<file path="config.mk">
export PLATFORM = sky130hd
export DESIGN_NAME = lock_range_sweeper
export DESIGN_NICKNAME = d
export VERILOG_FILES = /design/src/rtl/lock_range_sweeper_pkg.sv /design/src/rtl/lock_range_sweeper_checker.sv /design/src/rtl/lock_range_sweeper.sv
export SDC_FILE = /design/constraint.sdc
export NUM_CORES = 1
export LEC_CHECK = 0
export ABC_AREA = 1
export BUFFER_PORTS_ARGS = -buffer_cell sky130_fd_sc_hd__buf_2
export CORE_ASPECT_RATIO = 1.2
export CORE_MARGIN = 4
export CORE_UTILIZATION = 50
export CTS_BUF_LIST = sky130_fd_sc_hd__clkbuf_2
export DETAILED_ROUTE_END_ITERATION = 10
export PLACE_DENSITY = 0.8
export SYNTH_ARGS = -nofsm -noshare
export SYNTH_HDL_FRONTEND = slang
export SYNTH_HIERARCHICAL = 1
export SYNTH_SLANG_ARGS = --single-unit
</file>
<file path="constraint.sdc">
create_clock -name fpga_clk_i -period 3.9 [get_ports fpga_clk_i]
set_input_delay 0.39 -clock fpga_clk_i [delete_from_list [all_inputs] [get_ports fpga_clk_i]]
set_output_delay 0.39 -clock fpga_clk_i [all_outputs]
set_load 0.01 [all_outputs]
</file>
<file path="src/rtl/lock_range_sweeper_pkg.sv">
// Shared types and default widths for the lock-range sweeper, the ADPLL and the phase accumulator.
package lock_range_sweeper_pkg;

    localparam int DEFAULT_ACCUM_WIDTH = 12;
    localparam int DEFAULT_ERR_WIDTH   = 8;

    typedef logic [2:0] state_t;

    localparam state_t ST_IDLE    = 3'd0;
    localparam state_t ST_PLL_RST = 3'd1;
    localparam state_t ST_SETTLE  = 3'd2;
    localparam state_t ST_MEASURE = 3'd3;
    localparam state_t ST_RECORD  = 3'd4;
    localparam state_t ST_STEP    = 3'd5;
    localparam state_t ST_DONE    = 3'd6;

endpackage

</file>
<file path="src/rtl/lock_range_sweeper_checker.sv">
// Measurement window for one K step: ref edge detect, |error| threshold, edge/timeout counting.
module lock_window_checker
    import lock_range_sweeper_pkg::*;
#(
    parameter int ERR_WIDTH    = DEFAULT_ERR_WIDTH,
    parameter int LOCK_THRESH  = 4,
    parameter int MEAS_EDGES   = 256,
    parameter int MEAS_TIMEOUT = 65536,
    parameter bit EARLY_EXIT   = 1'b0
) (
    input  logic                        clk,
    input  logic                        rst_n,
    input  logic                        enable,
    input  logic                        ref_clk,
    input  logic signed [ERR_WIDTH-1:0] error,
    output logic                        meas_done,
    output logic                        locked
);

    localparam int EW = $clog2(MEAS_EDGES + 1);
    localparam int TW = $clog2(MEAS_TIMEOUT + 1);
    localparam logic [EW-1:0]        EDGE_LAST    = EW'(MEAS_EDGES - 1);
    localparam logic [TW-1:0]        TIMEOUT_LAST = TW'(MEAS_TIMEOUT - 1);
    localparam logic [ERR_WIDTH:0]   THRESH_VAL   = (ERR_WIDTH + 1)'(LOCK_THRESH);

    logic                 ref_prev_reg;
    logic [EW-1:0]        edge_cnt_reg;
    logic [TW-1:0]        timeout_reg;
    logic                 fail_reg;

    logic                 ref_edge;
    logic [ERR_WIDTH:0]   error_ext;
    logic [ERR_WIDTH:0]   magnitude;
    logic                 sample_fail;
    logic                 edges_done;
    logic                 timed_out;
    logic                 early_fail;

    assign ref_edge  = enable && !ref_prev_reg && ref_clk;

    // One extra bit so the most negative error maps to a positive magnitude.
    assign error_ext = {error[ERR_WIDTH-1], error};
    assign magnitude = error_ext[ERR_WIDTH] ? (~error_ext + 1'b1) : error_ext;

    assign sample_fail = ref_edge && (magnitude > THRESH_VAL);
    assign edges_done  = ref_edge && (edge_cnt_reg == EDGE_LAST);
    assign timed_out   = enable && (timeout_reg == TIMEOUT_LAST);
    assign early_fail  = EARLY_EXIT && sample_fail;

    // A final edge landing on the timeout cycle still counts as a completed window.
    assign meas_done = enable && (edges_done || timed_out || early_fail);
    assign locked    = edges_done && !(fail_reg || sample_fail);

    always_ff @(posedge clk or negedge rst_n) begin
        if (!rst_n) begin
            ref_prev_reg <= 1'b0;
        end else begin
            ref_prev_reg <= ref_clk;
        end
    end

    always_ff @(posedge clk or negedge rst_n) begin
        if (!rst_n) begin
            edge_cnt_reg <= '0;
            timeout_reg  <= '0;
            fail_reg     <= 1'b0;
        end else if (!enable) begin
            edge_cnt_reg <= '0;
            timeout_reg  <= '0;
            fail_reg     <= 1'b0;
        end else begin
            timeout_reg <= timeout_reg + 1'b1;
            if (ref_edge) begin
                edge_cnt_reg <= edge_cnt_reg + 1'b1;
            end
            if (sample_fail) begin
                fail_reg <= 1'b1;
            end
        end
    end

endmodule

</file>
<file path="src/rtl/lock_range_sweeper.sv">
// Steps K across a range, resets and settles the ADPLL at each step, and reports the first locked K run.
module lock_range_sweeper
    import lock_range_sweeper_pkg::*;
#(
    parameter int ACCUM_WIDTH    = DEFAULT_ACCUM_WIDTH,
    parameter int ERR_WIDTH      = DEFAULT_ERR_WIDTH,
    parameter int LOCK_THRESH    = 4,
    parameter int PLL_RST_CYCLES = 16,
    parameter int SETTLE_CYCLES  = 4096,
    parameter int MEAS_EDGES     = 256,
    parameter int MEAS_TIMEOUT   = 65536,
    parameter bit EARLY_EXIT     = 1'b0
) (
    input  logic                        fpga_clk_i,
    input  logic                        rst_n_i,
    input  logic                        start_i,
    input  logic [ACCUM_WIDTH-1:0]      k_start_i,
    input  logic [ACCUM_WIDTH-1:0]      k_stop_i,
    input  logic [ACCUM_WIDTH-1:0]      k_step_i,
    input  logic                        ref_clk_i,
    input  logic signed [ERR_WIDTH-1:0] error_i,
    output logic [ACCUM_WIDTH-1:0]      k_val_o,
    output logic                        pll_reset_o,
    output logic                        lock_o,
    output logic [ACCUM_WIDTH-1:0]      range_lo_o,
    output logic [ACCUM_WIDTH-1:0]      range_hi_o,
    output logic                        range_valid_o,
    output logic                        busy_o,
    output logic                        done_o
);

    localparam int CYC_MAX = (PLL_RST_CYCLES > SETTLE_CYCLES) ? PLL_RST_CYCLES : SETTLE_CYCLES;
    localparam int CW      = $clog2(CYC_MAX + 1);
    localparam logic [CW-1:0]          RST_LAST    = CW'(PLL_RST_CYCLES - 1);
    localparam logic [CW-1:0]          SETTLE_LAST = CW'(SETTLE_CYCLES - 1);
    localparam logic [ACCUM_WIDTH-1:0] STEP_ONE    = ACCUM_WIDTH'(1);

    state_t                 state_reg;
    logic [CW-1:0]          cnt_reg;
    logic [ACCUM_WIDTH-1:0] k_reg;
    logic [ACCUM_WIDTH-1:0] k_stop_reg;
    logic [ACCUM_WIDTH-1:0] k_step_reg;
    logic                   meas_locked_reg;
    logic                   lock_reg;
    logic [ACCUM_WIDTH-1:0] range_lo_reg;
    logic [ACCUM_WIDTH-1:0] range_hi_reg;
    logic                   range_valid_reg;
    logic                   run_open_reg;

    logic                   meas_enable;
    logic                   meas_done;
    logic                   meas_locked;
    logic [ACCUM_WIDTH:0]   step_sum;

    assign meas_enable = (state_reg == ST_MEASURE);
    // Carry bit catches wrap past the top of the K range.
    assign step_sum    = {1'b0, k_reg} + {1'b0, k_step_reg};

    lock_window_checker #(
        .ERR_WIDTH    (ERR_WIDTH),
        .LOCK_THRESH  (LOCK_THRESH),
        .MEAS_EDGES   (MEAS_EDGES),
        .MEAS_TIMEOUT (MEAS_TIMEOUT),
        .EARLY_EXIT   (EARLY_EXIT)
    ) u_checker (
        .clk       (fpga_clk_i),
        .rst_n     (rst_n_i),
        .enable    (meas_enable),
        .ref_clk   (ref_clk_i),
        .error     (error_i),
        .meas_done (meas_done),
        .locked    (meas_locked)
    );

    always_ff @(posedge fpga_clk_i or negedge rst_n_i) begin
        if (!rst_n_i) begin
            state_reg       <= ST_IDLE;
            cnt_reg         <= '0;
            k_reg           <= '0;
            k_stop_reg      <= '0;
            k_step_reg      <= '0;
            meas_locked_reg <= 1'b0;
            lock_reg        <= 1'b0;
            range_lo_reg    <= '0;
            range_hi_reg    <= '0;
            range_valid_reg <= 1'b0;
            run_open_reg    <= 1'b0;
        end else begin
            case (state_reg)
                ST_IDLE, ST_DONE: begin
                    if (start_i) begin
                        k_reg           <= k_start_i;
                        k_stop_reg      <= k_stop_i;
                        k_step_reg      <= (k_step_i == '0) ? STEP_ONE : k_step_i;
                        lock_reg        <= 1'b0;
                        range_lo_reg    <= '0;
                        range_hi_reg    <= '0;
                        range_valid_reg <= 1'b0;
                        run_open_reg    <= 1'b0;
                        cnt_reg         <= '0;
                        state_reg       <= ST_PLL_RST;
                    end
                end
                ST_PLL_RST: begin
                    if (cnt_reg == RST_LAST) begin
                        cnt_reg   <= '0;
                        state_reg <= ST_SETTLE;
                    end else begin
                        cnt_reg <= cnt_reg + 1'b1;
                    end
                end
                ST_SETTLE: begin
                    if (cnt_reg == SETTLE_LAST) begin
                        cnt_reg   <= '0;
                        state_reg <= ST_MEASURE;
                    end else begin
                        cnt_reg <= cnt_reg + 1'b1;
                    end
                end
                ST_MEASURE: begin
                    if (meas_done) begin
                        meas_locked_reg <= meas_locked;
                        state_reg       <= ST_RECORD;
                    end
                end
                ST_RECORD: begin
                    lock_reg <= meas_locked_reg;
                    if (meas_locked_reg && !range_valid_reg) begin
                        range_lo_reg    <= k_reg;
                        range_hi_reg    <= k_reg;
                        range_valid_reg <= 1'b1;
                        run_open_reg    <= 1'b1;
                    end else if (meas_locked_reg && run_open_reg) begin
                        range_hi_reg <= k_reg;
                    end
                    // Only the first contiguous run is reported, so its end finishes the sweep.
                    if (!meas_locked_reg && range_valid_reg) begin
                        run_open_reg <= 1'b0;
                        state_reg    <= ST_DONE;
                    end else begin
                        state_reg <= ST_STEP;
                    end
                end
                ST_STEP: begin
                    if (step_sum[ACCUM_WIDTH] || (step_sum[ACCUM_WIDTH-1:0] > k_stop_reg)) begin
                        state_reg <= ST_DONE;
                    end else begin
                        k_reg     <= step_sum[ACCUM_WIDTH-1:0];
                        cnt_reg   <= '0;
                        state_reg <= ST_PLL_RST;
                    end
                end
                default: state_reg <= ST_IDLE;
            endcase
        end
    end

    assign k_val_o       = k_reg;
    assign pll_reset_o   = (state_reg == ST_IDLE) || (state_reg == ST_PLL_RST) || (state_reg == ST_DONE);
    assign lock_o        = lock_reg;
    assign range_lo_o    = range_lo_reg;
    assign range_hi_o    = range_hi_reg;
    assign range_valid_o = range_valid_reg;
    assign busy_o        = (state_reg != ST_IDLE) && (state_reg != ST_DONE);
    assign done_o        = (state_reg == ST_DONE);

endmodule

</file>
==> flow_metrics.env <==
export IMPL_dr_first_iter_drc_count=354
export IMPL_largest_reg_flops=17
export IMPL_post_cts_buffers=0
export IMPL_setup_viol=0
export IMPL_dp_cells=1076
export IMPL_worstPathRequired_ns=4.45
export IMPL_grt_pass1_vias=5363
export IMPL_numCtsBuffers=9
export IMPL_rsz0062_at_grt="false"
export IMPL_area_growth_pct=13.64
export IMPL_status="finished clean"
export IMPL_synth_edf_count=0
export IMPL_clock_sink_count=108
export IMPL_syn_inst=843
export IMPL_r2r_cells=17
export IMPL_dp_hpwl_mm=11.12
export IMPL_stdcell_count=1117
export IMPL_grt_usage=0.2045
export IMPL_portBuffers=88
export IMPL_clk_latency_ns=0.62
export IMPL_drtAntennaViolNets=0
export IMPL_overflow=0
export IMPL_ys_warn_count=6
export IMPL_tightest_slew_ns=0.7183
export IMPL_firstDrtPassIters=5
export IMPL_hold_end="k_step_reg[0]$_DFFE_PN0P_"
export IMPL_synth_distinct_cells=48
export IMPL_min_from="k_step_i[0]"
export IMPL_clock_root_buffer="clkbuf_2"
export IMPL_initial_utilization=0.5069
export IMPL_fin_area_mm2=0.007266
export IMPL_antenna_found_initial=1
export IMPL_num_vias=5751
export IMPL_finalWirelength_mm=14.82
export IMPL_final_nets=1028
export IMPL_hold_violations=0
export IMPL_drive_above_1_share=0.1649
export IMPL_maxSlewHeadroom=0.5206
export IMPL_rr_endpoint="k_val_o[11]$_DFFE_PN0P_"
export IMPL_ys_ff_latch=108
export IMPL_seq_area_frac_synth=0.4227
export IMPL_async_flop_share=1.000
export IMPL_synth_area_mm2=0.006394
export IMPL_placed_area_mm2=0.006919
export IMPL_routedWlPerCell_um=13.27
export IMPL_fmaxAchievable_mhz=292.3
export IMPL_place_gp_congestion=0.9345
export IMPL_rr_startpoint="k_val_o[0]$_DFFE_PN0P_"
export IMPL_rows=45
export IMPL_worstSetupStartpointType="register"
export IMPL_period_share=0.8771
export IMPL_die_area_mm2=0.01467
export IMPL_die_w_um=111.2
export IMPL_clk_pin_slew_ns=0.32
export IMPL_setup_tns_ns=0
export IMPL_leakagePower_nw=3.935
export IMPL_finClkSkew_ns=0.05226
export IMPL_synth_nets=924
export IMPL_worst_ir_drop_vdd_v=0.0003740
export IMPL_drc=0
export IMPL_path_class="register to register"
export IMPL_maxCapViolCount=0
export IMPL_grt_max_degree=56
export IMPL_slew_violations=0
export IMPL_cts_tree="yes"
export IMPL_min_period_ns=3.421
export IMPL_preCtsSetupSlack_ns=0.5401
export IMPL_htree_num_levels=3
export IMPL_hold_class="primary input to register"
export IMPL_hold_buffers=24
export IMPL_worst_slack_ns=0.4792
export IMPL_core_mm2=0.01261
export IMPL_clockBufferDepth=2
export IMPL_cp_max_fo=14
export IMPL_cts_resized=0
export IMPL_dieHeight_um=131.9
export IMPL_hold_depth=3
export IMPL_endpoint_kind="register"
export IMPL_vias_per_cell=5.149
export IMPL_io_pin_count=89
export IMPL_avgSynthCellArea_um2=7.584
export IMPL_p_total_mw=5.212
export IMPL_crit_arrival_ns=3.97
export IMPL_grt_pass1_wl_mm=25.09
export IMPL_r2r_slack_ns=0.48
export IMPL_ys_flop_type="dfrtp_1"
export IMPL_power_per_cell_area_mw_per_mm2=717.3
[worst max-delay path by stage]
stage	cells after the start	from	to
final	17	k_val_o[0]$_DFFE_PN0P_	k_val_o[11]$_DFFE_PN0P_
after global routing	17	k_val_o[0]$_DFFE_PN0P_	k_val_o[11]$_DFFE_PN0P_
after CTS	17	k_val_o[0]$_DFFE_PN0P_	k_val_o[11]$_DFFE_PN0P_
after detailed placement	16	k_val_o[0]$_DFFE_PN0P_	k_val_o[11]$_DFFE_PN0P_
after global placement	16	k_val_o[0]$_DFFE_PN0P_	k_val_o[1]$_DFFE_PN0P_
after floorplan	19	k_val_o[0]$_DFFE_PN0P_	cnt_reg[2]$_DFFE_PN0P_
[critical path, stage by stage, from the launching register on]
cell	delay, ns
dfrtp_1	0.52
ha_1	0.23
inv_1	0.06
fa_1	0.44
o21ai_2	0.23
inv_2	0.07
o21ai_0	0.14
nand2_1	0.08
and2_1	0.16
ha_1	0.28
nand4_1	0.10
nor2_1	0.14
nand4_1	0.09
nand2_1	0.14
nand3_2	0.24
nand2_2	0.29
nand2_1	0.08
o21ai_0	0.08
[synthesized netlist by cell type, types with 2 or more instances]
| cell | n | area share |
|---|---|---|
| and2_1 | 4 | 0.0039 |
| ha_1 | 32 | 0.063 |
| o21ai_2 | 3 | 0.0041 |
| nand2_2 | 17 | 0.017 |
| a21o_1 | 2 | 0.0023 |
| dfrtp_1 | 108 | 0.42 |
| o21ai_0 | 55 | 0.043 |
| buf_6 | 3 | 0.0053 |
| inv_1 | 89 | 0.052 |
| nand2_1 | 275 | 0.16 |
| nand3b_1 | 5 | 0.0059 |
| nor4_1 | 3 | 0.0029 |
| nand4_1 | 13 | 0.013 |
| nor2_1 | 56 | 0.033 |
| buf_2 | 13 | 0.010 |
| nor3_1 | 8 | 0.0063 |
| o31ai_1 | 2 | 0.0023 |
| inv_2 | 8 | 0.0047 |
| xor2_1 | 6 | 0.0082 |
| a21oi_1 | 17 | 0.013 |
| buf_4 | 2 | 0.0023 |
| nor3_4 | 2 | 0.0051 |
| or2_1 | 4 | 0.0039 |
| nor2_2 | 7 | 0.0068 |
| nand3_1 | 69 | 0.054 |
| o21ai_1 | 9 | 0.0070 |
| xnor2_1 | 5 | 0.0068 |
| o21bai_1 | 3 | 0.0035 |
| nor2_4 | 2 | 0.0035 |
| clkbuf_1 | 3 | 0.0018 |
[through the flow]
step           utilization  hold WS [ns]
3_5_place_dp        0.5486        0.4620
5_1_grt             0.5761       0.02103
6_report            0.5761       0.04967
2_1_floorplan            -       0.09441
3_3_place_gp        0.5486        0.4494
4_1_cts             0.5759       0.01258
[kinds of logic after synthesis]
kind of cell	synth area share
XOR/XNOR	0.01507
buffers and inverters	0.08141
multiplexers	0.001761
flip-flops	0.4227
AO/OA/AOI/OAI	0.08454
adder cells (fa/ha/maj)	0.06575
AND/OR/NAND/NOR	0.3288
[metal layers]
metal | routed length (um) | GRT usage | part of all wire | up-vias
li1 | - | - | - | 2909
met1 | 6850 | 0.2767 | 0.46 | 2673
met2 | 6796 | 0.3286 | 0.46 | 143
met3 | 800 | 0.03719 | 0.054 | 26
met4 | 371 | 0.07708 | 0.025 | 0
met5 | 0 | 0 | 0 | -
[cell type report]
type / count / area (um^2)
fill: 1224 / 5346
multi-input combinational: 614 / 3171
sequential: 108 / 2703
timing repair buffer: 115 / 705.7
inverter: 99 / 375.4
tap: 164 / 205.2
clock inverter: 7 / 58.81
clock buffer: 9 / 45.04
antenna: 1 / 2.502
[layout by cell type (no fill, tap or decap), types with 2 or more instances in the layout]
cell,netlist,final
o21bai_1,3,3
nor2_2,7,7
clkinv_2,1,2
a21oi_1,17,17
nor2_1,56,56
and2_1,4,4
nand4_1,13,13
buf_4,2,4
nand3_1,69,69
o31ai_1,2,2
nor3_4,2,2
nor3_1,8,8
nor2_4,2,2
o21ai_1,9,9
nand2_2,17,17
inv_2,8,8
o21ai_2,3,3
buf_2,13,87
dfrtp_1,108,108
xor2_1,6,6
inv_1,89,89
nor4_1,3,3
a21o_1,2,2
xnor2_1,5,5
or2_1,4,4
nand3b_1,5,5
o21ai_0,55,55
dlygate4sd3_1,0,24
clkbuf_2,0,9
ha_1,32,32
inv_6,0,2
nand2_1,275,275
clkinv_4,0,2
[report_power, final]
| part | switching, mW | total (mW) | internal (mW) | leakage, nW |
|---|---|---|---|---|
| logic | 1.89 | 2.96 | 1.07 | 2.44 |
| clock network | 0.408 | 0.504 | 0.0962 | 0.0648 |
| registers | 0.291 | 1.75 | 1.46 | 1.43 |
| total | 2.59 | 5.21 | 2.62 | 3.94 |
No activity file was read; power rests on OpenSTA's default activity.
